[src/rtl/mux2_1_exerciser_pkg.sv]
// mux_test_pkg: shared FSM state type and sizing constants for the mux2_1 exerciser.
package mux_test_pkg;
    typedef enum logic [1:0] {IDLE, SETTLE, CHECK, DONE} state_e;
    localparam int VEC_W = 3;
    localparam int N_VEC = 8;
    localparam int ERR_W = 4;
    localparam int CNT_W = 4;
endpackage

[src/rtl/mux2_1_exerciser_if.sv]
// mux2_1_exerciser_if: stimulus/response bus between the exerciser and the mux under test.
interface mux2_1_exerciser_if;
    logic i0;
    logic i1;
    logic s;
    logic y;
    modport master (output i0, i1, s, input y);
    modport slave (input i0, i1, s, output y);
endinterface

[src/rtl/mux2_1_exerciser_mux.sv]
// mux2_1: reference 2:1 multiplexer, used as the golden model inside the exerciser.
module mux2_1 (
    input  logic i0_i,
    input  logic i1_i,
    input  logic s_i,
    output logic y_o
);
    assign y_o = s_i ? i1_i : i0_i;
endmodule

[src/rtl/mux2_1_exerciser.sv]
// mux2_1_exerciser: walks all eight {i0,i1,s} vectors through a mux and checks y after a settle time.
module mux2_1_exerciser
    import mux_test_pkg::*;
#(
    parameter int unsigned SETTLE = 1
) (
    input  logic                 clk,
    input  logic                 rst,
    input  logic                 start_i,
    mux2_1_exerciser_if.master   mux_if,
    output logic                 busy_o,
    output logic                 done_o,
    output logic                 pass_o,
    output logic [ERR_W-1:0]     err_count_o,
    output logic [N_VEC-1:0]     fail_mask_o
);
    state_e            state_q, state_d;
    logic [VEC_W-1:0]  vec_q, vec_d;
    logic [VEC_W-1:0]  drv_q, drv_d;
    logic [CNT_W-1:0]  cnt_q, cnt_d;
    logic [ERR_W-1:0]  err_q, err_d;
    logic [N_VEC-1:0]  mask_q, mask_d;
    logic              pass_q, pass_d;
    logic              busy_q, busy_d;
    logic              done_q, done_d;
    logic              exp_y;
    logic              miss;

    // Golden value comes from the registered drive, so it always matches what the mux sees.
    mux2_1 u_gold (
        .i0_i (drv_q[2]),
        .i1_i (drv_q[1]),
        .s_i  (drv_q[0]),
        .y_o  (exp_y)
    );

    assign miss = mux_if.y != exp_y;

    always_comb begin
        state_d = state_q;
        vec_d   = vec_q;
        drv_d   = drv_q;
        cnt_d   = cnt_q;
        err_d   = err_q;
        mask_d  = mask_q;
        pass_d  = pass_q;
        unique case (state_q)
            IDLE: begin
                if (start_i) begin
                    state_d = mux_test_pkg::SETTLE;
                    vec_d   = '0;
                    drv_d   = '0;
                    cnt_d   = '0;
                    err_d   = '0;
                    mask_d  = '0;
                    pass_d  = 1'b0;
                end
            end
            mux_test_pkg::SETTLE: begin
                cnt_d   = cnt_q + 1'b1;
                state_d = (cnt_q == CNT_W'(SETTLE - 1)) ? CHECK : mux_test_pkg::SETTLE;
            end
            CHECK: begin
                if (miss) begin
                    err_d         = err_q + 1'b1;
                    mask_d[vec_q] = 1'b1;
                end
                if (vec_q == VEC_W'(N_VEC - 1)) begin
                    state_d = DONE;
                    pass_d  = (err_d == '0);
                end else begin
                    state_d = mux_test_pkg::SETTLE;
                    vec_d   = vec_q + 1'b1;
                    drv_d   = vec_q + 1'b1;
                    cnt_d   = '0;
                end
            end
            DONE: state_d = IDLE;
            default: state_d = IDLE;
        endcase
        busy_d = (state_d == mux_test_pkg::SETTLE) || (state_d == CHECK);
        done_d = state_d == DONE;
    end

    always_ff @(posedge clk) begin
        if (rst) begin
            state_q <= IDLE;
            vec_q   <= '0;
            drv_q   <= '0;
            cnt_q   <= '0;
            err_q   <= '0;
            mask_q  <= '0;
            pass_q  <= 1'b0;
            busy_q  <= 1'b0;
            done_q  <= 1'b0;
        end else begin
            state_q <= state_d;
            vec_q   <= vec_d;
            drv_q   <= drv_d;
            cnt_q   <= cnt_d;
            err_q   <= err_d;
            mask_q  <= mask_d;
            pass_q  <= pass_d;
            busy_q  <= busy_d;
            done_q  <= done_d;
        end
    end

    assign mux_if.i0   = drv_q[2];
    assign mux_if.i1   = drv_q[1];
    assign mux_if.s    = drv_q[0];
    assign busy_o      = busy_q;
    assign done_o      = done_q;
    assign pass_o      = pass_q;
    assign err_count_o = err_q;
    assign fail_mask_o = mask_q;
endmodule

[src/flat_wrapper.sv]
// flat-port wrapper written by rule: the top's interface ports become plain ports
module mux2_1_exerciser_flat import mux_test_pkg::*;
#(
    parameter int unsigned SETTLE = 1
)
  (clk, rst, start_i, busy_o, done_o, pass_o, err_count_o, fail_mask_o, mux_if_i0, mux_if_i1, mux_if_s, mux_if_y);
  mux2_1_exerciser_if mux_if_i ();
  input  logic clk;
  input  logic rst;
  input  logic start_i;
  output logic busy_o;
  output logic done_o;
  output logic pass_o;
  output logic [ERR_W-1:0] err_count_o;
  output logic [N_VEC-1:0] fail_mask_o;
  output wire logic [$bits(mux_if_i.i0)-1:0] mux_if_i0;
  output wire logic [$bits(mux_if_i.i1)-1:0] mux_if_i1;
  output wire logic [$bits(mux_if_i.s)-1:0] mux_if_s;
  input wire logic [$bits(mux_if_i.y)-1:0] mux_if_y;
  assign mux_if_i0 = mux_if_i.i0;
  assign mux_if_i1 = mux_if_i.i1;
  assign mux_if_s = mux_if_i.s;
  assign mux_if_i.y = mux_if_y;
  mux2_1_exerciser #(.SETTLE(SETTLE)) u_core (.clk(clk), .rst(rst), .start_i(start_i), .mux_if(mux_if_i), .busy_o(busy_o), .done_o(done_o), .pass_o(pass_o), .err_count_o(err_count_o), .fail_mask_o(fail_mask_o));
endmodule
[config.mk]
export PLATFORM = sky130hd
export DESIGN_NAME = mux2_1_exerciser_flat
export DESIGN_NICKNAME = d
export VERILOG_FILES = /design/src/rtl/mux2_1_exerciser_pkg.sv /design/src/rtl/mux2_1_exerciser_if.sv /design/src/rtl/mux2_1_exerciser_mux.sv /design/src/rtl/mux2_1_exerciser.sv /design/src/flat_wrapper.sv
export SDC_FILE = /design/constraint.sdc
export NUM_CORES = 1
export LEC_CHECK = 0
export ABC_CLOCK_PERIOD_IN_PS = 1550
export BUFFER_PORTS_ARGS = -buffer_cell sky130_fd_sc_hd__clkbuf_2
export CAP_MARGIN = 25
export CORE_MARGIN = 5
export CORE_UTILIZATION = 49
export DETAILED_ROUTE_END_ITERATION = 16
export MAX_ROUTING_LAYER = met4
export PLACE_DENSITY = 0.76
export RECOVER_POWER = 50
export SLEW_MARGIN = 10
export SYNTH_ARGS = -nofsm -noshare
export SYNTH_HDL_FRONTEND = slang
export SYNTH_SLANG_ARGS = --single-unit
[constraint.sdc]
create_clock -name clk -period 1.55 [get_ports clk]
set_input_delay 0.31 -clock clk [delete_from_list [all_inputs] [get_ports clk]]
set_output_delay 0.31 -clock clk [all_outputs]
set_load 0.05 [all_outputs]
# Yosys cells after proc, flatten, opt, wreduce, memory -nomap -nowiden
# Index checks and enable logic that the tools add are counted.
# totals
mem_bits_ro	0
inputBits	4
regBits	24
mem_count	0
latch_bits	0
mem_bits_rw	0
# classes
shifts	0
n_addsub	3
reduce_logical	12
multipliers	0
n_bitwise	1
div	0
eq_ne	12
n_mux	22
n_lt_le_gt_ge	2
# op_table
operator	count
$mux 4	4
$mux 8	2
$pmux 8 s2	1
$pmux 4 s3	1
$reduce_and 3->1	4
$add 4x1->4 const B	2
$eq 2x2->1 const B	4
$logic_not 4->1	2
$or 8x8->8	1
$pmux 2 s4	1
$pmux 4 s2	1
$mux 2	3
$mux 3	2
$pmux 3 s2	1
$eq 2x1->1 const B	2
$lt 3x4->1 const B	1
$mux 1	4
$ne 2x1->1 const B	2
$ne 2x2->1 const B	2
$add 3x1->3 const B	1
$demux 1 s3	1
$eq 3x3->1 const B	1
$ge 3x1->1 const B	1
$reduce_bool 3->1	1
7 further kinds	7

# Depth between registers and ports, before layout
# logic_depth
ltp_word	7
mapped_depth	7
ltp_nobuf	6

# Cells and area by module
# From an unflattened synthesis, not the netlist that was laid out.
# unflattened
hier_cells	128
hier_area_um2	1138.6
# by_module_without_submodules
mod	area_per_inst_um2	seq_area_each_um2	cells_each	n_inst
mux2_1_exerciser	1123.6	480.5	127	1
mux2_1	15.0	0.0	1	1

# Least setup slack after synthesis
# OpenSTA, ideal clock, no wires.
# synth_path
path_type	register -> register
startpoint	reg u_core.vec_q[1]
endpoint	reg u_core.cnt_q[2]
arrival_time_ps	1819
stages_incl_launch_ff	8
setup_slack_ps	-384
cell_sequence	dfxtp_1 -> ha_1 -> ha_1 -> or3b_1 -> buf_6 -> a21boi_2 -> xnor2_1 -> nor2_1
# synth_between
elab_chain_len	3
# synth_lines
item	line	rtl
start, declared	mux2_1_exerciser.sv:18	logic [VEC_W-1:0] vec_q, vec_d;
start signal, assigned	mux2_1_exerciser.sv:98	vec_q <= vec_d;
$eq 3x3->1	mux2_1_exerciser.sv:68	if (vec_q == VEC_W'(N_VEC - 1)) begin
$ne 2x2->1 (no source line)	n/a	
$reduce_and 3->1 (no source line)	n/a	
end signal, assigned	mux2_1_exerciser.sv:100	cnt_q <= cnt_d;
end, declared	mux2_1_exerciser.sv:20	logic [CNT_W-1:0] cnt_q, cnt_d;
# No other way between the ends.
# A chain may end at the register's enable or synchronous reset.

# Worst setup path after layout
# layout_path
startpoint	reg u_core.vec_q[0]
endpoint	reg u_core.busy_q, in the netlist u_core.busy_o
# layout_between
elab_chain_len	5
elab_cells_between_ends	6
classes_between	eq/ne: 3; mux: 2; reduce/logical: 1
# layout_lines
item	line	rtl
$eq 3x3->1 (*)	mux2_1_exerciser.sv:68	
$mux 2 (*)	mux2_1_exerciser.sv:68	
$pmux 2 s4 (*)	mux2_1_exerciser.sv:47	unique case (state_q)
net u_core.state_d[1]	mux2_1_exerciser.sv:17	state_e state_q, state_d;
$eq 2x1->1 / $eq 2x2->1 (equally long branches)	mux2_1_exerciser.sv:81	busy_d = (state_d == mux_test_pkg::SETTLE) || (state_d == CHECK);
$logic_or 1x1->1 (*)	mux2_1_exerciser.sv:81	
net u_core.busy_d	mux2_1_exerciser.sv:24	logic busy_q, busy_d;
end signal, assigned	mux2_1_exerciser.sv:104	busy_q <= busy_d;
end, declared	mux2_1_exerciser.sv:24	
# Mark *: on every way through the listed nets, which the timed path passes. The rest lies on a longest branch.

==> metrics.md <==
| Metric | Value |
|---|---|
| Post-detailed-route DRC marker count | 0 |
| Number of failing hold endpoints at the final stage | 0 |
| Number of stages on the worst hold path | 2 |
| Die Area | 3643 sq um |
| Max-slew headroom at the worst pin | 60.52% |
| Share of cells above drive strength 1 | 31.79% |
| Path class of the lowest-slack min-delay path | in -> reg |
| Post-layout net count | 184 |
| Final cell area excluding filler cells | 1579 sq um |
| Pwr Total | 1.124 mW |
| Routed wirelength normalized by instance count | 14.53 um |
| Number of buffers created by CTS | 3 |
| Logic depth of the worst setup path including buffers | 6 |
| GR Util All Layers | 17.55% |
| Synth Area in XOR/XNOR | 3.424% |
| Vias | 1128 |
| Min-delay src | rst |
| Leakage | 0.6015 nW |
| Maximum vdd drop | 615.3 uV |
| Highest metal used | met4 |
| Number of max-capacitance violations reported | 0 |
| Launching point of the worst reg2reg path | u_core.vec_q[0]$_SDFFE_PP0P_ |
| Violations in the final reports | setup timing |
| Synthesis Warnings | 0 |
| Worst Path Arrival | 1.82 ns |
| Cell-by-cell listing of the critical path | ha_4 > ha_4 > nand3b_1 > o21ai_0 > ha_1 > nor2b_1 |
| Element type at the critical path end | register |
| Cell area after technology mapping | 1242 sq um |
| Final setup viols | 6 |
| Sum of negative setup slack | -0.1371 ns |
| Worst-Margin Slew | 0.5947 ns |
| Largest net degree at the start of global routing | 14 |
| Insertion delay to the later sink of the worst-skew pair | 0.31 ns |
| Length of routed met2 wiring | 1527 um |
| CTS tree | done |
| Root buf cell | sky130_fd_sc_hd__clkbuf_4 |
| Number of distinct library cells after synthesis | 38 |
| Net count of the mapped netlist | 153 |
| Buffers plus inverters on the worst setup path | 0 |
| GR Overflow Total | 0 |
| Antenna diode count | 0 |
| Worst setup startpoint | u_core.vec_q[0]$_SDFFE_PP0P_ |
| First-pass iteration count of the detailed router | 6 |
| Fill cell total of the finished layout | 218 |
| Number of global-route vias before repair | 1098 |
| Drt via density | 5.557 |
| Pins over their slew limit | 0 |
| Simple-gate share of the synthesized area | 24.87% |
| Total routed wirelength | 2949 um |
| Crit path launch type | register |
| Fin crit share | 103.2% |
| Minimum setup slack after placement | -0.1043 ns |
| Count of pins on the block boundary | 22 |
| Number of sinks on the clock net | 24 |
| Worst path max stage delay | 0.39 ns |
| Wire length of the first global-routing pass | 4657 um |
| Die boundary width | 60.36 um |
| Gp weighted congestion | 0.8200 |
| Category of the most critical setup path | reg -> reg |
| Post-synthesis instance total | 143 |
| Site row count | 18 |
| Level count of the clock H-tree | 1 |
| Areal power density over the cells | 711.8 nW/um^2 |
| Share of synthesized flip-flops with an asynchronous set or reset | 0% |
| Sequential share of the synthesized area | 38.67% |
| Slowest cell on the critical path | sky130_fd_sc_hd__dfxtp_4 |
| Final HPWL from detailed placement | 2185 um |
| Routed wire length on met3 | 91 um |
| Most common cell on crit path | sky130_fd_sc_hd__ha_4 |
| Count of cells along the worst register-to-register path | 6 |
| Die height | 60.36 um |
| Number of buffers inserted by port buffering | 21 |
| Average instance area after synthesis | 8.688 sq um |
| Final Skew | 0.005103 ns |
| Fmax | 625.1 MHz |
| Cts-stage hold buffer count | 0 |
| Highest-count cells in the layout ignoring fill and taps | sky130_fd_sc_hd__nor2_1, sky130_fd_sc_hd__clkbuf_2, sky130_fd_sc_hd__dfxtp_1, sky130_fd_sc_hd__nand2_1, sky130_fd_sc_hd__buf_4 |
| Worst-path fanout max | 4 |
| Largest family of logic cells by synthesized area | simple AND/OR/NAND/NOR gates |
| Starting Density | 50.61% |
| Clock Path Buffers | 2 |
| Post-synthesis compound-gate area fraction | 17.02% |
| Clk slew on worst S/H paths | 0.13 ns |
| Routed metal-1 wirelength | 1302 um |
| Share of synthesized area spent on multiplexers | 5.136% |
| Post-DRT Antenna Nets | 0 |
| Required time of the critical path | 1.77 ns |
| Worst Setup Slack, final | -0.04973 ns |
| RSZ-0062 raised after global routing | yes |
| Post-Place Cell Area | 1463 sq um |
| Family of cells with the greatest summed delay on the critical path | adder cells |
| Most frequent standard cell in the layout excluding fill and tap cells | sky130_fd_sc_hd__nor2_1 |
| Floorplan core area | 2455 sq um |
| Post-synth EDFFs | 0 |
| Synthesized flop and latch total | 24 |
| Post-layout min period | 1.600 ns |
| Number of antenna violations at the first check in global routing | 0 |
| Layout Area Growth over Synthesis | 27.09% |
| Status | finished, violations left |
| Ys flop type | sky130_fd_sc_hd__dfxtp_1 |
| Adder and majority cell fraction of the synthesized area | 6.042% |
| Iteration-0 DRC Markers | 80 |
## through the flow
| stage | hold WS, ns | std cells | util (%) |
|---|---|---|---|
| floorplan | 0.4854 | 143 | - |
| global placement | 0.4442 | 198 | 59.58 |
| detailed placement | 0.4562 | 198 | 59.58 |
| CTS | 0.3048 | 202 | 61.77 |
| global route | 0.3491 | 203 | 64.32 |
| finish | 0.3492 | 203 | 64.32 |
## sequential cells by signal (all words and copies together) (netlist names)
register and count:
u_core.fail_mask_o 8, u_core.busy_o 1, u_core.pass_o 1, u_core.cnt_q 4
u_core.state_q 2, u_core.vec_q 3, u_core.done_o 1, u_core.err_count_o 4
## cell families (layout without fill, tap and decap cells)
group | after synthesis | in the layout
AOI/OAI and AO/OA | 30 | 30
xor gates and xnor gates | 4 | 4
adders and majority gates | 6 | 6
buffers and inverters | 12 | 42
DFF | 24 | 24
muxes | 6 | 6
and+or+nand+nor | 61 | 61
## final timing paths
check | endpoint | slack (ns)
min reg2reg | u_core.fail_mask_o[6]$_SDFFE_PP0P_ | 0.48
max | u_core.busy_o$_SDFF_PP0_ | -0.05
max reg2reg | u_core.busy_o$_SDFF_PP0_ | -0.05
min | u_core.err_count_o[0]$_SDFFE_PP0P_ | 0.35
## report_power, final
group | switching (mW) | internal, mW | leakage [nW]
registers | 0.0189 | 0.630 | 0.198
clock network | 0.185 | 0.101 | 0.0150
logic | 0.123 | 0.0667 | 0.389
total | 0.327 | 0.797 | 0.601
## routing by layer
layer  track usage [%]  vias up
met5                 -        -
met4             7.595        0
met3             3.191        4
met2             29.94       19
met1             19.97      538
li1                  -      567
## timing repair
action                                  in CTS  in global routing
buffers inserted                             0                  1
pin swaps                                    0                  3
resized for setup                            5                 11
endpoints found under the setup margin       7                 14
## worst register-to-register path: stages, from the launching register on
cell	delay, ns
sky130_fd_sc_hd__dfxtp_4	0.39
sky130_fd_sc_hd__ha_4	0.16
sky130_fd_sc_hd__ha_4	0.15
sky130_fd_sc_hd__nand3b_1	0.20
sky130_fd_sc_hd__o21ai_0	0.18
sky130_fd_sc_hd__ha_1	0.29
sky130_fd_sc_hd__nor2b_1	0.12
## area by class of cell
type / instances / area (sq um) / area share, %
Sequential cell: 24 / 493.0 / 31.22
Tap cell: 30 / 37.54 / 2.377
Inverter: 6 / 22.52 / 1.426
Clock buffer: 4 / 26.28 / 1.664
Timing Repair Buffer: 32 / 195.2 / 12.36
Multi-Input combinational cell: 107 / 804.5 / 50.95
## cells in the mapped netlist (all sizes together) (2+ instances only)
| master | number | area [sq um] |
|---|---|---|
| a22oi | 2 | 15.01 |
| o32ai | 2 | 17.52 |
| nor2b | 7 | 43.79 |
| nor3 | 2 | 10.01 |
| nor2 | 19 | 71.32 |
| xnor2 | 4 | 42.55 |
| a21o | 2 | 15.01 |
| a32oi | 2 | 17.52 |
| inv | 6 | 22.52 |
| nand3 | 7 | 35.03 |
| a21oi | 4 | 23.77 |
| ha | 6 | 75.07 |
| buf | 3 | 26.27 |
| dfxtp | 24 | 480.5 |
| a211oi | 3 | 22.52 |
| nand2b | 3 | 18.77 |
| mux2i | 6 | 63.81 |
| a31oi | 7 | 43.79 |
| o21ai | 4 | 20.01 |
| nand2 | 11 | 41.29 |
| nand3b | 5 | 37.54 |
| clkbuf | 3 | 11.26 |
(Power assumes the default switching activity.)
